**config.mk**
```make
export PLATFORM = sky130hd
export DESIGN_NAME = input_port_credit
export DESIGN_NICKNAME = d
export VERILOG_FILES = /design/src/rtl/input_port_credit.sv
export SDC_FILE = /design/constraint.sdc
export NUM_CORES = 1
export LEC_CHECK = 0
export BUFFER_PORTS_ARGS = -buffer_cell sky130_fd_sc_hd__buf_2
export CORE_UTILIZATION = 40
export DETAILED_ROUTE_END_ITERATION = 7
export GPL_ROUTABILITY_DRIVEN = 1
export RECOVER_POWER = 25
export SYNTH_ARGS = -nofsm -noshare
export SYNTH_HDL_FRONTEND = slang
export SYNTH_SLANG_ARGS = --single-unit
```
**constraint.sdc**
```tcl
create_clock -name clk -period 7.4 [get_ports clk]
set_input_delay 1.48 -clock clk [delete_from_list [all_inputs] [get_ports clk]]
set_output_delay 1.48 -clock clk [all_outputs]
set_load 0.05 [all_outputs]
```
**src/rtl/input_port_credit.sv**
```systemverilog
// Router input port with per-VC FIFOs, per-VC packet FSM (IDLE/VA/ACTIVE),
// XY route computation, downstream-VC rewrite and credit-based flow control.
module input_port_credit #(
  parameter int VC_NUM      = 4,
  parameter int BUFFER_SIZE = 8,
  parameter int FLIT_W      = 32,
  parameter int X_CURRENT   = 2,
  parameter int Y_CURRENT   = 2,
  parameter int COORD_W     = 3
) (
  input  logic                             clk,
  input  logic                             rst,
  input  logic [FLIT_W-1:0]                data_i,
  input  logic                             valid_i,
  input  logic [VC_NUM-1:0]                va_grant_i,
  input  logic [VC_NUM*$clog2(VC_NUM)-1:0] va_vc_i,
  input  logic                             sa_grant_i,
  input  logic [$clog2(VC_NUM)-1:0]        sa_vc_i,
  output logic [FLIT_W-1:0]                flit_o,
  output logic                             flit_valid_o,
  output logic                             credit_valid_o,
  output logic [$clog2(VC_NUM)-1:0]        credit_vc_o,
  output logic [VC_NUM-1:0]                vc_request_o,
  output logic [VC_NUM-1:0]                switch_request_o,
  output logic [VC_NUM*3-1:0]              out_port_o,
  output logic [VC_NUM*$clog2(VC_NUM)-1:0] downstream_vc_o,
  output logic [VC_NUM-1:0]                is_empty_o,
  output logic [VC_NUM-1:0]                is_full_o,
  output logic                             err_o
);

  localparam int VC_W  = $clog2(VC_NUM);
  localparam int IDX_W = $clog2(BUFFER_SIZE);
  localparam int PTR_W = IDX_W + 1;

  localparam logic [1:0] T_HEAD     = 2'b00;
  localparam logic [1:0] T_BODY     = 2'b01;
  localparam logic [1:0] T_TAIL     = 2'b10;
  localparam logic [1:0] T_HEADTAIL = 2'b11;

  localparam logic [2:0] P_LOCAL = 3'd0;
  localparam logic [2:0] P_NORTH = 3'd1;
  localparam logic [2:0] P_SOUTH = 3'd2;
  localparam logic [2:0] P_WEST  = 3'd3;
  localparam logic [2:0] P_EAST  = 3'd4;

  typedef enum logic [1:0] {S_IDLE, S_VA, S_ACTIVE} state_t;

  state_t            state_q  [VC_NUM];
  state_t            state_d  [VC_NUM];
  logic [PTR_W-1:0]  wr_ptr_q [VC_NUM];
  logic [PTR_W-1:0]  wr_ptr_d [VC_NUM];
  logic [PTR_W-1:0]  rd_ptr_q [VC_NUM];
  logic [PTR_W-1:0]  rd_ptr_d [VC_NUM];
  logic [2:0]        route_q  [VC_NUM];
  logic [2:0]        route_d  [VC_NUM];
  logic [VC_W-1:0]   dvc_q    [VC_NUM];
  logic [VC_W-1:0]   dvc_d    [VC_NUM];
  logic [FLIT_W-1:0] mem_q    [VC_NUM][BUFFER_SIZE];
  logic [FLIT_W-1:0] front    [VC_NUM];

  logic [VC_NUM-1:0] empty_q, empty_d, full_q, full_d;
  logic [VC_NUM-1:0] discard_req, sw_req, push, pop;
  logic              err_q, err_d;
  logic [VC_W-1:0]   wr_vc, pop_vc;
  logic              pop_en, sa_pop;

  // Two-stage output: pop stage captures the flit, output stage presents it.
  logic              s1_fv_q, s1_fv_d, s1_cv_q, s1_cv_d;
  logic [VC_W-1:0]   s1_vc_q, s1_vc_d;
  logic [FLIT_W-1:0] s1_flit_q, s1_flit_d;
  logic              fv_q, cv_q;
  logic [VC_W-1:0]   cvc_q;
  logic [FLIT_W-1:0] flit_q;

  function automatic logic [2:0] xy_route(input logic [COORD_W-1:0] xd,
                                          input logic [COORD_W-1:0] yd);
    logic [2:0] r;
    if (xd > COORD_W'(X_CURRENT))      r = P_EAST;
    else if (xd < COORD_W'(X_CURRENT)) r = P_WEST;
    else if (yd > COORD_W'(Y_CURRENT)) r = P_SOUTH;
    else if (yd < COORD_W'(Y_CURRENT)) r = P_NORTH;
    else                               r = P_LOCAL;
    return r;
  endfunction

  assign wr_vc = data_i[FLIT_W-3 -: VC_W];

  always_comb begin
    discard_req      = '0;
    sw_req           = '0;
    vc_request_o     = '0;
    out_port_o       = '0;
    downstream_vc_o  = '0;
    for (int unsigned v = 0; v < VC_NUM; v++) begin
      front[v]       = mem_q[v][rd_ptr_q[v][IDX_W-1:0]];
      discard_req[v] = (state_q[v] == S_IDLE) && !empty_q[v] &&
                       ((front[v][FLIT_W-1 -: 2] == T_BODY) ||
                        (front[v][FLIT_W-1 -: 2] == T_TAIL));
      sw_req[v]      = (state_q[v] == S_ACTIVE) && !empty_q[v];
      vc_request_o[v] = (state_q[v] == S_VA);
      out_port_o[v*3 +: 3]           = route_q[v];
      downstream_vc_o[v*VC_W +: VC_W] = dvc_q[v];
    end
  end

  assign switch_request_o = sw_req;

  // SA pops take priority; otherwise the lowest-index stray BODY/TAIL is discarded.
  always_comb begin
    sa_pop = sa_grant_i && sw_req[sa_vc_i];
    pop_en = sa_pop;
    pop_vc = sa_vc_i;
    if (!sa_pop) begin
      for (int unsigned i = VC_NUM; i > 0; i--) begin
        if (discard_req[i-1]) begin
          pop_en = 1'b1;
          pop_vc = VC_W'(i-1);
        end
      end
    end
    pop = '0;
    if (pop_en) pop[pop_vc] = 1'b1;
  end

  always_comb begin
    for (int unsigned v = 0; v < VC_NUM; v++) begin
      push[v]     = valid_i && (wr_vc == VC_W'(v)) && (!full_q[v] || pop[v]);
      wr_ptr_d[v] = wr_ptr_q[v] + PTR_W'(push[v]);
      rd_ptr_d[v] = rd_ptr_q[v] + PTR_W'(pop[v]);
      empty_d[v]  = (wr_ptr_d[v] == rd_ptr_d[v]);
      full_d[v]   = (wr_ptr_d[v][IDX_W-1:0] == rd_ptr_d[v][IDX_W-1:0]) &&
                    (wr_ptr_d[v][IDX_W] != rd_ptr_d[v][IDX_W]);
    end
    err_d = err_q | (valid_i & full_q[wr_vc] & ~pop[wr_vc]) | (pop_en & ~sa_pop);
  end

  always_comb begin
    for (int unsigned v = 0; v < VC_NUM; v++) begin
      state_d[v] = state_q[v];
      route_d[v] = route_q[v];
      dvc_d[v]   = dvc_q[v];
      case (state_q[v])
        S_IDLE: begin
          if (!empty_q[v] && ((front[v][FLIT_W-1 -: 2] == T_HEAD) ||
                              (front[v][FLIT_W-1 -: 2] == T_HEADTAIL))) begin
            route_d[v] = xy_route(front[v][2*COORD_W-1:COORD_W], front[v][COORD_W-1:0]);
            state_d[v] = S_VA;
          end
        end
        S_VA: begin
          if (va_grant_i[v]) begin
            dvc_d[v]   = va_vc_i[v*VC_W +: VC_W];
            state_d[v] = S_ACTIVE;
          end
        end
        S_ACTIVE: begin
          // TAIL (10) and HEADTAIL (11) share the set MSB
          if (pop[v] && front[v][FLIT_W-1]) state_d[v] = S_IDLE;
        end
        default: state_d[v] = S_IDLE;
      endcase
    end
  end

  always_comb begin
    s1_fv_d   = sa_pop;
    s1_cv_d   = pop_en;
    s1_vc_d   = pop_vc;
    s1_flit_d = '0;
    if (sa_pop) begin
      s1_flit_d = front[pop_vc];
      s1_flit_d[FLIT_W-3 -: VC_W] = dvc_q[pop_vc];
    end
  end

  always_ff @(posedge clk or posedge rst) begin
    if (rst) begin
      for (int unsigned v = 0; v < VC_NUM; v++) begin
        state_q[v]  <= S_IDLE;
        wr_ptr_q[v] <= '0;
        rd_ptr_q[v] <= '0;
        route_q[v]  <= '0;
        dvc_q[v]    <= '0;
      end
      empty_q   <= '1;
      full_q    <= '0;
      err_q     <= 1'b0;
      s1_fv_q   <= 1'b0;
      s1_cv_q   <= 1'b0;
      s1_vc_q   <= '0;
      s1_flit_q <= '0;
      fv_q      <= 1'b0;
      cv_q      <= 1'b0;
      cvc_q     <= '0;
      flit_q    <= '0;
    end else begin
      for (int unsigned v = 0; v < VC_NUM; v++) begin
        state_q[v]  <= state_d[v];
        wr_ptr_q[v] <= wr_ptr_d[v];
        rd_ptr_q[v] <= rd_ptr_d[v];
        route_q[v]  <= route_d[v];
        dvc_q[v]    <= dvc_d[v];
      end
      empty_q   <= empty_d;
      full_q    <= full_d;
      err_q     <= err_d;
      s1_fv_q   <= s1_fv_d;
      s1_cv_q   <= s1_cv_d;
      s1_vc_q   <= s1_vc_d;
      s1_flit_q <= s1_flit_d;
      fv_q      <= s1_fv_q;
      cv_q      <= s1_cv_q;
      cvc_q     <= s1_vc_q;
      flit_q    <= s1_flit_q;
    end
  end

  always_ff @(posedge clk) begin
    for (int unsigned v = 0; v < VC_NUM; v++) begin
      if (push[v]) mem_q[v][wr_ptr_q[v][IDX_W-1:0]] <= data_i;
    end
  end

  assign flit_o         = flit_q;
  assign flit_valid_o   = fv_q;
  assign credit_valid_o = cv_q;
  assign credit_vc_o    = cvc_q;
  assign is_empty_o     = empty_q;
  assign is_full_o      = full_q;
  assign err_o          = err_q;

endmodule

```
==> results.yml, run 1 <==
sta:
  post-route-period-util_pct: 71.3
  period_minus_slack_ns: 5.27
  drv_slew: 285
  rsz0062_at_grt: "false"
  worst_pin_slew_ns: 4.36
  final_hold_viol_count: 0
  finClkSkew_ns: 0.0365
  fin_setup_tns_ns: 0
  setup_viol: 0
  fmax_ghz: 0.190
  maxSlewHeadroom_pct: -191
flow_run:
  max_cap_violations: 8
route:
  viasPerCell: 5.48
  wl_mm: 94.4
  ant_nets: 0
  vias: 19763
  dr.pass1.iters: 5
  first_iter_violations: 1503
  remaining_drc_errors: 0
  wl_per_cell_um: 26.2
finish:
  diodes: 0
  fin_util_pct: 46.7
  fin_nets: 2198
  area_growth_pct: 15.1
  layout-drive-gt1-share_pct: 31.3
  fillCellCount: 8674
  stdcell_area_um2: 48700
worst_setup_path:
  r2r_end: "is_full_o[1]$_DFF_PP0_"
  reg2regPathDepth: 15
  start_kind: "flop"
  critical_path_class: "flop to flop"
  required_ns: 7.99
  crit_path_end_kind: "flop"
  cp-startpoint: "rd_ptr_q[8]$_DFF_PP0_"
  crit_arrival_ns: 5.87
  crit_fanout: 24
  regToRegSetupSlack_ns: 2.13
  r2r_start: "rd_ptr_q[8]$_DFF_PP0_"
synthesis:
  synthCells: 1954
  synth_common_cells: "edfxtp_1, mux4_2, dfrtp_1"
  synth-warning-count: 0
  ys_ff_latch: 1101
  synthesis.nets: 2020
  ys_seq_area_share_pct: 76.5
  synthDominantCellAreaShare_pct: 68.2
  avgSynthCellArea_um2: 21.6
  synth_most_common_cell: "edfxtp_1"
  yosys-top-cells-area: "edfxtp_1, mux4_2, dfrtp_1, mux2_2, mux2i_1"
  synth-edff-count: 960
  postSynth.asyncResetShare_pct: 12.8
  synth.distinct_cells: 63
  synth-main-ff-cell: "edfxtp_1"
  yosysTopAreaCell: "edfxtp_1"
  syn-cell-area_um2: 42300
power_and_ir_drop:
  power_density_nw_per_um2: 395
  clkPwrFrac_pct: 30.9
  seqPwrFrac_pct: 40.6
  netSwitchingFraction_pct: 31.0
  pwr-share-comb_pct: 28.5
  p_int_mw: 13.3
  ir_drop_uv: 276
  leakagePower_nw: 16.4
  p_switching_mw: 5.96
cts:
  clk_latency_ns: 0.69
  cts_tree: "built"
  cts_setup_buffers: 0
  root_buffer: "clkbuf_16"
  cts_inserted_buffers: 110
  cts_hold_buf: 0
  cts_max_level: 3
  clock-sinks: 1101
  path_clk_slew_ns: 0.06
  cts_resized: 0
  clk_path_buf_depth: 3
floorplan:
  die_h_um: 327
  coreArea_um2: 104000
  fp-row-count: 118
  die_area_um2: 107000
  start_util_pct: 40.6
  die_x_um: 327
  ioPinCount: 123
global_routing:
  grt_pass1_vias: 20763
  antenna_found_initial: 2
  grt_pass1_wl_mm: 141
  grt_usage_pct: 17.9
  overflow: 0
  grt_max_degree: 87
placement:
  place_area_um2: 44800
  hpwl_mm: 55.9
  port_buffers: 122
  place.gp.congestion: 0.860
outcome:
  violations: "max-capacitance violations, max-slew violations"
  status: "finished with violations"
worst_hold_path:
  hp-start: "s1_flit_q[4]$_DFF_PP0_"
  holdPathEnd: "flit_o[4]$_DFF_PP0_"
  hold_path.class: "flop to flop"
  min_path_cells: 0
metrics by stage:
stage	power [mW]	hold slack [ns]	setup WS, ns	cells
after floorplan	11.8	0.331	0.470	1954
after global placement	13.4	0.333	1.74	3400
after detailed placement	13.5	0.336	1.59	3400
after CTS	19.4	0.350	2.09	3607
after global routing	20.0	0.357	1.77	3607
final	19.2	0.349	2.13	3607
kinds of logic (layout without fill, tap and decap cells):
logic type / count (synthesis) / after routing / share of synthesized area, %
adders and majority gates: 16 / 16 / 0.473
buffers and inverters: 124 / 397 / 1.23
AOI/OAI and AO/OA: 113 / 113 / 1.75
DFF: 1101 / 1101 / 76.5
muxes: 407 / 407 / 17.2
xor gates and xnor gates: 45 / 45 / 0.950
and+or+nand+nor: 148 / 148 / 1.93
worst max-delay path, cell delays in order, from the launching register on:
cell,delay [ns]
dfrtp_4,0.74
mux4_2,0.57
mux2_4,0.32
xnor2_2,0.18
a22o_1,0.23
a21oi_2,0.39
or2_1,0.47
inv_1,0.21
a31oi_2,0.70
nor2_1,0.09
ha_1,0.24
ha_1,0.19
xor2_1,0.17
xor2_1,0.17
or3_1,0.40
nor2b_1,0.11
power groups by stage:
| stage | logic (mW) | clock network (mW) | registers, mW |
|---|---|---|---|
| final | 5.47 | 5.94 | 7.81 |
| after global routing | 5.84 | 6.28 | 7.89 |
| after CTS | 5.57 | 6.06 | 7.81 |
| after detailed placement | 5.55 | 0 | 7.94 |
| after global placement | 5.50 | 0 | 7.91 |
| after floorplan | 3.92 | 0 | 7.87 |
routing by layer:
metal / wire length (um) / share of wire, % / GRT usage, %
met5: 11 / 0.012 / 0
met4: 2260 / 2.4 / 4.85
met3: 4750 / 5.0 / 2.79
met2: 45900 / 49 / 29.1
met1: 41500 / 44 / 25.2
cell type report:
type | count | area, um2 | share of cell area [%]
Clock buffer | 135 | 2980 | 6.12
Inverter | 24 | 91.3 | 0.188
Sequential cell | 1101 | 32400 | 66.5
Tap cell | 1380 | 1730 | 3.55
Clock inverter | 72 | 940 | 1.93
Timing Repair Buffer | 166 | 935 | 1.92
Multi-Input combinational cell | 729 | 9640 | 19.8
worst max path at each step:
| stage | end | depth (start not counted) | slack, ns |
|---|---|---|---|
| floorplan | mem_q[2][224]$_DFFE_PP_ | 11 | 0.47 |
| finish | is_full_o[1]$_DFF_PP0_ | 15 | 2.13 |
| CTS | is_full_o[1]$_DFF_PP0_ | 15 | 2.09 |
| global placement | is_empty_o[1]$_DFF_PP1_ | 15 | 1.74 |
| detailed placement | is_full_o[1]$_DFF_PP0_ | 15 | 1.59 |
| global route | is_empty_o[1]$_DFF_PP1_ | 15 | 1.77 |
registers in the layout, indices dropped and copies added, names as in the netlist:
register / flops
mem_q: 960
flit_o: 32
s1_flit_q: 32
rd_ptr_q: 16
wr_ptr_q: 16
out_port_o: 12
downstream_vc_o: 8
state_q: 8
is_empty_o: 4
is_full_o: 4
credit_vc_o: 2
s1_vc_q: 2
credit_valid_o: 1
err_o: 1
flit_valid_o: 1
s1_cv_q: 1
s1_fv_q: 1
cell usage in the layout, fill, tap and decap left out, types with 6 or more instances in the layout:
| cell | count |
|---|---|
| clkinv_2 | 23 |
| edfxtp_1 | 960 |
| buf_4 | 42 |
| nand2b_1 | 9 |
| o21ai_0 | 44 |
| nand3_1 | 12 |
| clkinv_1 | 19 |
| a21oi_1 | 6 |
| bufinv_16 | 21 |
| nor3_2 | 7 |
| or3_1 | 6 |
| dfrtp_1 | 125 |
| clkbuf_1 | 41 |
| inv_1 | 23 |
| nor2_4 | 8 |
| nand2_1 | 35 |
| nor2b_1 | 13 |
| nor2_1 | 15 |
| nor4_2 | 6 |
| mux2_2 | 82 |
| clkbuf_16 | 114 |
| mux4_2 | 245 |
| xnor2_1 | 7 |
| nor3_1 | 8 |
| xor2_1 | 37 |
| ha_1 | 16 |
| a22oi_1 | 22 |
| buf_2 | 97 |
| dfrtp_2 | 8 |
| mux2i_1 | 77 |
| a211oi_1 | 7 |
(Power assumes the default switching activity.)
==> run 2, diff against run 1 <==
- ABC_AREA: unset -> 1
- clock period: 7.4 -> 5.2 ns (I/O delays scaled with it)
==> run 2 against run 1 <==
Against the previous run:
- largest power group unchanged
- combinational power grew 94%
- the run still ends with max-capacitance violations, max-slew violations left
- highest routed layer unchanged
- sequential power increased by 41%
- wire length rose by 15%
- core utilization is 1.0 points lower
- synthesized area up 2.2%
- sequential share of layout area decreased by 0.34 points
- critical endpoint is now mem_q[2][110]$_DFFE_PP_
- critical path type unchanged
==> results.yml, run 2 <==
synthesis:
  synth-edff-count: 960
  ys_seq_area_share_pct: 74.8
  synthDominantCellAreaShare_pct: 66.7
  syn-cell-area_um2: 43200
  synth_most_common_cell: "edfxtp_1"
  synthCells: 3345
  synthesis.nets: 3411
  ys_ff_latch: 1101
  synth-warning-count: 0
  yosysTopAreaCell: "edfxtp_1"
  synth_common_cells: "edfxtp_1, nand2_1, nor2_1"
  synth.distinct_cells: 44
  synth-main-ff-cell: "edfxtp_1"
  yosys-top-cells-area: "edfxtp_1, dfrtp_1, o21ai_0, nand2_1, nor2_1"
  postSynth.asyncResetShare_pct: 12.8
  avgSynthCellArea_um2: 12.9
sta:
  rsz0062_at_grt: "false"
  maxSlewHeadroom_pct: -53.4
  period_minus_slack_ns: 4.41
  worst_slack_ns: 0.794
  final_hold_viol_count: 0
  worst_pin_slew_ns: 2.29
  finClkSkew_ns: 0.0297
  drv_slew: 380
  hold-worst-slack_ns: 0.338
  fin_setup_tns_ns: 0
  fmax_ghz: 0.227
  setup_viol: 0
  post-route-period-util_pct: 84.7
finish:
  diodes: 0
  final_common_cell: "edfxtp_1"
  mostFrequentLayoutCells: "edfxtp_1, nand2_1, nor2_1"
  fillCellCount: 9530
  layout-drive-gt1-share_pct: 11.8
  fin_util_pct: 45.7
  area_growth_pct: 13.2
  fin_cells: 4936
  fin_nets: 3508
  largest_reg_flops: 960
placement:
  port_buffers: 122
  hpwl_mm: 64.5
  place_inst: 4735
  pre_cts_slack_ns: 0.753
  place.gp.congestion: 0.844
global_routing:
  overflow: 0
  grt_pass1_wl_mm: 163
  grt_usage_pct: 19.8
  grt_max_degree: 95
  antenna_found_initial: 3
  grt_pass1_vias: 25511
route:
  first_iter_violations: 2429
  dr.pass1.iters: 7
  wl_mm: 108
  ant_nets: 0
  vias: 26845
  wl_per_cell_um: 21.9
  remaining_drc_errors: 0
  viasPerCell: 5.44
power_and_ir_drop:
  power_density_nw_per_um2: 600
  ir_drop_uv: 378
  leakagePower_nw: 17.2
cts:
  path_clk_slew_ns: 0.06
  clock-sinks: 1101
  cts_hold_buf: 0
  clk_path_buf_depth: 3
  cts_max_level: 3
  clk_latency_ns: 0.69
  cts_resized: 0
  cts_setup_buffers: 0
  cts_tree: "built"
  root_buffer: "clkbuf_16"
  cts_inserted_buffers: 108
worst_hold_path:
  hold_path.class: "flop to flop"
worst_setup_path:
  crit_path_end_kind: "flop"
  start_kind: "flop"
  required_ns: 5.59
  crit_fanout: 44
  critical_path_class: "flop to flop"
  crit_arrival_ns: 4.79
floorplan:
  die_h_um: 331
  fp-row-count: 120
  start_util_pct: 40.4
  ioPinCount: 123
  die_x_um: 331
  coreArea_um2: 107000
  die_area_um2: 109000
flow_run:
  max_cap_violations: 12
outcome:
  status: "finished with violations"
  violations: "max-capacitance violations, max-slew violations"
[run 2: cell count changes in the layout (fill, tap and decap cells not counted), moves of 29 or more]
cell,before,now
o22ai_1,2,134
nor2_1,15,432
xor2_1,37,8
mux2_2,82,8
o211ai_1,2,45
a32o_1,0,66
o21ai_0,44,388
o21ai_1,1,40
nand3_1,12,71
nand2_1,35,508
a21oi_1,6,76
mux2i_1,77,0
inv_1,23,99
mux4_2,245,0
[run 2: per-stage QoR]
step	power (mW)	cell area [um2]
finish	29.4	48900
global route	30.9	48900
detailed placement	21.9	45500
floorplan	18.3	43200
global placement	21.8	45500
CTS	29.6	49000
[run 2: final timing paths]
check,start,to,slack [ns],depth (start not counted)
min reg2reg,s1_flit_q[4]$_DFF_PP0_,flit_o[4]$_DFF_PP0_,0.34,0
max,rd_ptr_q[12]$_DFF_PP0_,mem_q[2][110]$_DFFE_PP_,0.79,17
max reg2reg,rd_ptr_q[12]$_DFF_PP0_,mem_q[2][110]$_DFFE_PP_,0.79,17
max in group asynchronous,rst,rd_ptr_q[12]$_DFF_PP0_,2.70,3
min,s1_flit_q[4]$_DFF_PP0_,flit_o[4]$_DFF_PP0_,0.34,0
min in group asynchronous,rst,flit_o[0]$_DFF_PP0_,0.98,2
[run 2: layer usage]
metal / vias up / GRT usage (%) / routed length (um)
li1: 12337 / - / -
met1: 13520 / 28.8 / 49600
met2: 803 / 30.3 / 49100
met3: 181 / 3.08 / 6110
met4: 4 / 6.75 / 3510
met5: - / 0 / 27
[run 2: cell families after synthesis]
group,count (synthesis),share of synthesized area [%]
xor gates and xnor gates,32,0.648
and+or+nand+nor,1080,9.89
adders and majority gates,16,0.463
buffers and inverters,314,3.03
DFF,1101,74.8
muxes,8,0.208
AOI/OAI and AO/OA,794,10.9
[run 2: critical path, stage by stage (launching register included)]
cell	delay (ns)
dfrtp_4	0.71
clkinv_2	0.51
o21ai_0	0.37
nand2_1	0.08
nand2_1	0.06
nand2_1	0.07
nand2_1	0.10
nand3_2	0.10
nand2_1	0.09
inv_2	0.05
nand2_2	0.08
nand2_4	0.09
nor2_2	0.11
nand2_1	0.09
nand2_1	0.10
nand4_1	0.38
nor2_4	0.77
buf_4	0.29
[run 2: layout make-up]
| type | instances | area [um2] | area share [%] |
|---|---|---|---|
| well taps | 1403 | 1760 | 3.59 |
| multi-input cells | 1930 | 9790 | 20.0 |
| inverters | 115 | 443 | 0.905 |
| repair buffers | 186 | 1080 | 2.21 |
| clock buffers | 139 | 2990 | 6.10 |
| flip-flops and latches | 1101 | 32400 | 66.2 |
| clock inverters | 62 | 508 | 1.04 |
[run 2: where the power goes]
part	total, mW	switching, mW	internal (mW)
combinational	10.6	7.75	2.90
clock	7.69	3.30	4.40
sequential	11.0	0.588	10.4
total	29.4	11.6	17.7
==> run 3, diff against run 2 <==
- clock period: 5.2 -> 3.83 ns (I/O delays scaled with it)
==> run 3 against run 2 <==
Against the previous run:
- the flow still finishes with violations (max-capacitance violations, max-slew violations)
- design area increased by 0.86%
- largest cell class unchanged
- first-iteration DRC count shrank 2.8%
- critical endpoint is now out_port_o[7]$_DFFE_PP0P_
- combinational power grew 38%
==> results.yml, run 3 (synthesis results as in run 2) <==
flow_run:
  max_cap_violations: 4
finish:
  area_growth_pct: 14.2
  layout-drive-gt1-share_pct: 12.5
  largest_reg_flops: 960
  stdcell_area_um2: 49400
  fin_nets: 3528
  fin_cells: 4959
  fillCellCount: 9507
  mostFrequentLayoutCells: "edfxtp_1, nand2_1, nor2_1"
  final_common_cell: "edfxtp_1"
  fin_util_pct: 46.1
power_and_ir_drop:
  leakagePower_nw: 17.4
  pwr-share-comb_pct: 36.6
  netSwitchingFraction_pct: 39.3
  ir_drop_uv: 560
  seqPwrFrac_pct: 37.2
  total_power_mw: 39.8
  power_density_nw_per_um2: 807
  p_switching_mw: 15.7
  p_int_mw: 24.2
  clkPwrFrac_pct: 26.2
worst_setup_path:
  crit_path_end_kind: "flop"
  crit_family: "compound AO/OA/AOI/OAI gates"
  crit_arrival_ns: 4.03
  regToRegSetupSlack_ns: 0.32
  cp_cell_sequence: "clkinv_2 > buf_4 > buf_4 > o21ai_0 > o22ai_1 > inv_1 > o21ai_0 > nor2_1 > a211oi_1 > o21ai_0"
  critPathBufInv: 4
  crit_slowest_cell: "buf_4"
  worst_path_most_repeated_cell: "o21ai_0"
  start_kind: "flop"
  r2r_start: "rd_ptr_q[4]$_DFF_PP0_"
  crit_fanout: 64
  reg2regPathDepth: 10
  cp-startpoint: "rd_ptr_q[4]$_DFF_PP0_"
  r2r_end: "out_port_o[7]$_DFFE_PP0P_"
  required_ns: 4.35
  critical_path_class: "flop to flop"
  slowest_delay_ns: 0.66
global_routing:
  grt_util_met3_pct: 2.92
  grt-busiest-layer: "met2"
  overflow: 0
  grt_max_degree: 107
  grtUsageMet2_pct: 30.4
  grt_pass1_wl_mm: 162
  grt_use_met1_pct: 28.5
  grt_usage_pct: 19.7
  antenna_found_initial: 6
  grt_pass1_vias: 25609
sta:
  fmax_ghz: 0.285
  finClkSkew_ns: 0.0278
  worst_slack_ns: 0.318
  drv_slew: 47
  period_minus_slack_ns: 3.51
  hold-worst-slack_ns: 0.294
  setup_viol: 0
  rsz0062_at_grt: "false"
  maxSlewHeadroom_pct: -18.3
  worst_pin_slew_ns: 1.76
  post-route-period-util_pct: 91.7
  fin_setup_tns_ns: 0
  final_hold_viol_count: 0
cts:
  clk_path_buf_depth: 3
  cts_resized: 0
  cts_inserted_buffers: 108
  cts_setup_buffers: 0
  cts_max_level: 3
  clk_latency_ns: 0.68
  root_buffer: "clkbuf_16"
  cts_hold_buf: 0
  path_clk_slew_ns: 0.06
  clock-sinks: 1101
  cts_tree: "built"
route:
  wl_per_cell_um: 21.8
  ant_nets: 0
  remaining_drc_errors: 0
  first_iter_violations: 2360
  dr.pass1.iters: 5
  wl_mm: 108
  vias: 26927
  viasPerCell: 5.43
outcome:
  violations: "max-capacitance violations, max-slew violations"
  status: "finished with violations"
floorplan:
  die_area_um2: 109000
  coreArea_um2: 107000
  ioPinCount: 123
  fp-row-count: 120
  die_h_um: 331
  die_x_um: 331
  start_util_pct: 40.4
placement:
  place_inst: 4755
  place_area_um2: 45900
  port_buffers: 122
  pre_cts_slack_ns: 0.287
  hpwl_mm: 63.7
  place.gp.congestion: 0.851
worst_hold_path:
  hp-start: "va_grant_i[2]"
  holdPathEnd: "state_q[2]$_DFFE_PP0P_"
  hold_path.class: "input pin to flop"
  min_path_cells: 2
run 3: cell types whose count changed in the layout (fill, tap and decap cells not counted), moves of 2 or more:
cell / before / now
clkinv_1: 24 / 26
buf_12: 1 / 21
clkbuf_1: 40 / 36
clkbuf_8: 4 / 6
inv_4: 1 / 3
run 3: layout make-up:
| type | count | area [um2] | share of cell area [%] |
|---|---|---|---|
| inverter | 115 | 443 | 0.897 |
| multi-input combinational | 1930 | 9800 | 19.8 |
| clock buffer | 138 | 3000 | 6.08 |
| clock inverter | 65 | 504 | 1.02 |
| sequential | 1101 | 32400 | 65.6 |
| timing repair buffer | 206 | 1480 | 3.00 |
| antenna | 1 | 2.50 | 0.00507 |
| tap | 1403 | 1760 | 3.56 |
run 3: routing by layer:
metal / routed length (um) / vias to the layer above
li1: - / 12375
met4: 3400 / 8
met5: 50 / -
met1: 48700 / 13540
met3: 6430 / 178
met2: 49600 / 826
run 3: how the worst max path moves through the flow:
stage                                 to  slack, ns  cells after the start
3_5_place_dp     mem_q[2][172]$_DFFE_PP_       0.29                     12
6_report       out_port_o[7]$_DFFE_PP0P_       0.32                     10
2_1_floorplan    mem_q[3][160]$_DFFE_PP_      -0.67                     16
5_1_grt        out_port_o[7]$_DFFE_PP0P_       0.01                     10
4_1_cts          is_empty_o[2]$_DFF_PP1_       0.31                     20
3_3_place_gp     mem_q[2][110]$_DFFE_PP_       0.39                     12
run 3: power groups by stage:
stage                     Clock (mW)  Combinational (mW)  Sequential (mW)
after global routing            11.0                15.9             14.9
after CTS                       10.6                14.6             14.8
after detailed placement           0                14.6             15.0
after global placement             0                14.5             15.0
final                           10.4                14.6             14.8
after floorplan                    0                9.14             15.7
run 3: worst reg2reg max path, delay by kind of cell (launching register included):
| family | cells | cell delay (ns) |
|---|---|---|
| flip-flops | 1 | 0.57 |
| buffers and inverters | 4 | 1.33 |
| AND/OR/NAND/NOR | 1 | 0.10 |
| AO/OA/AOI/OAI | 5 | 1.37 |
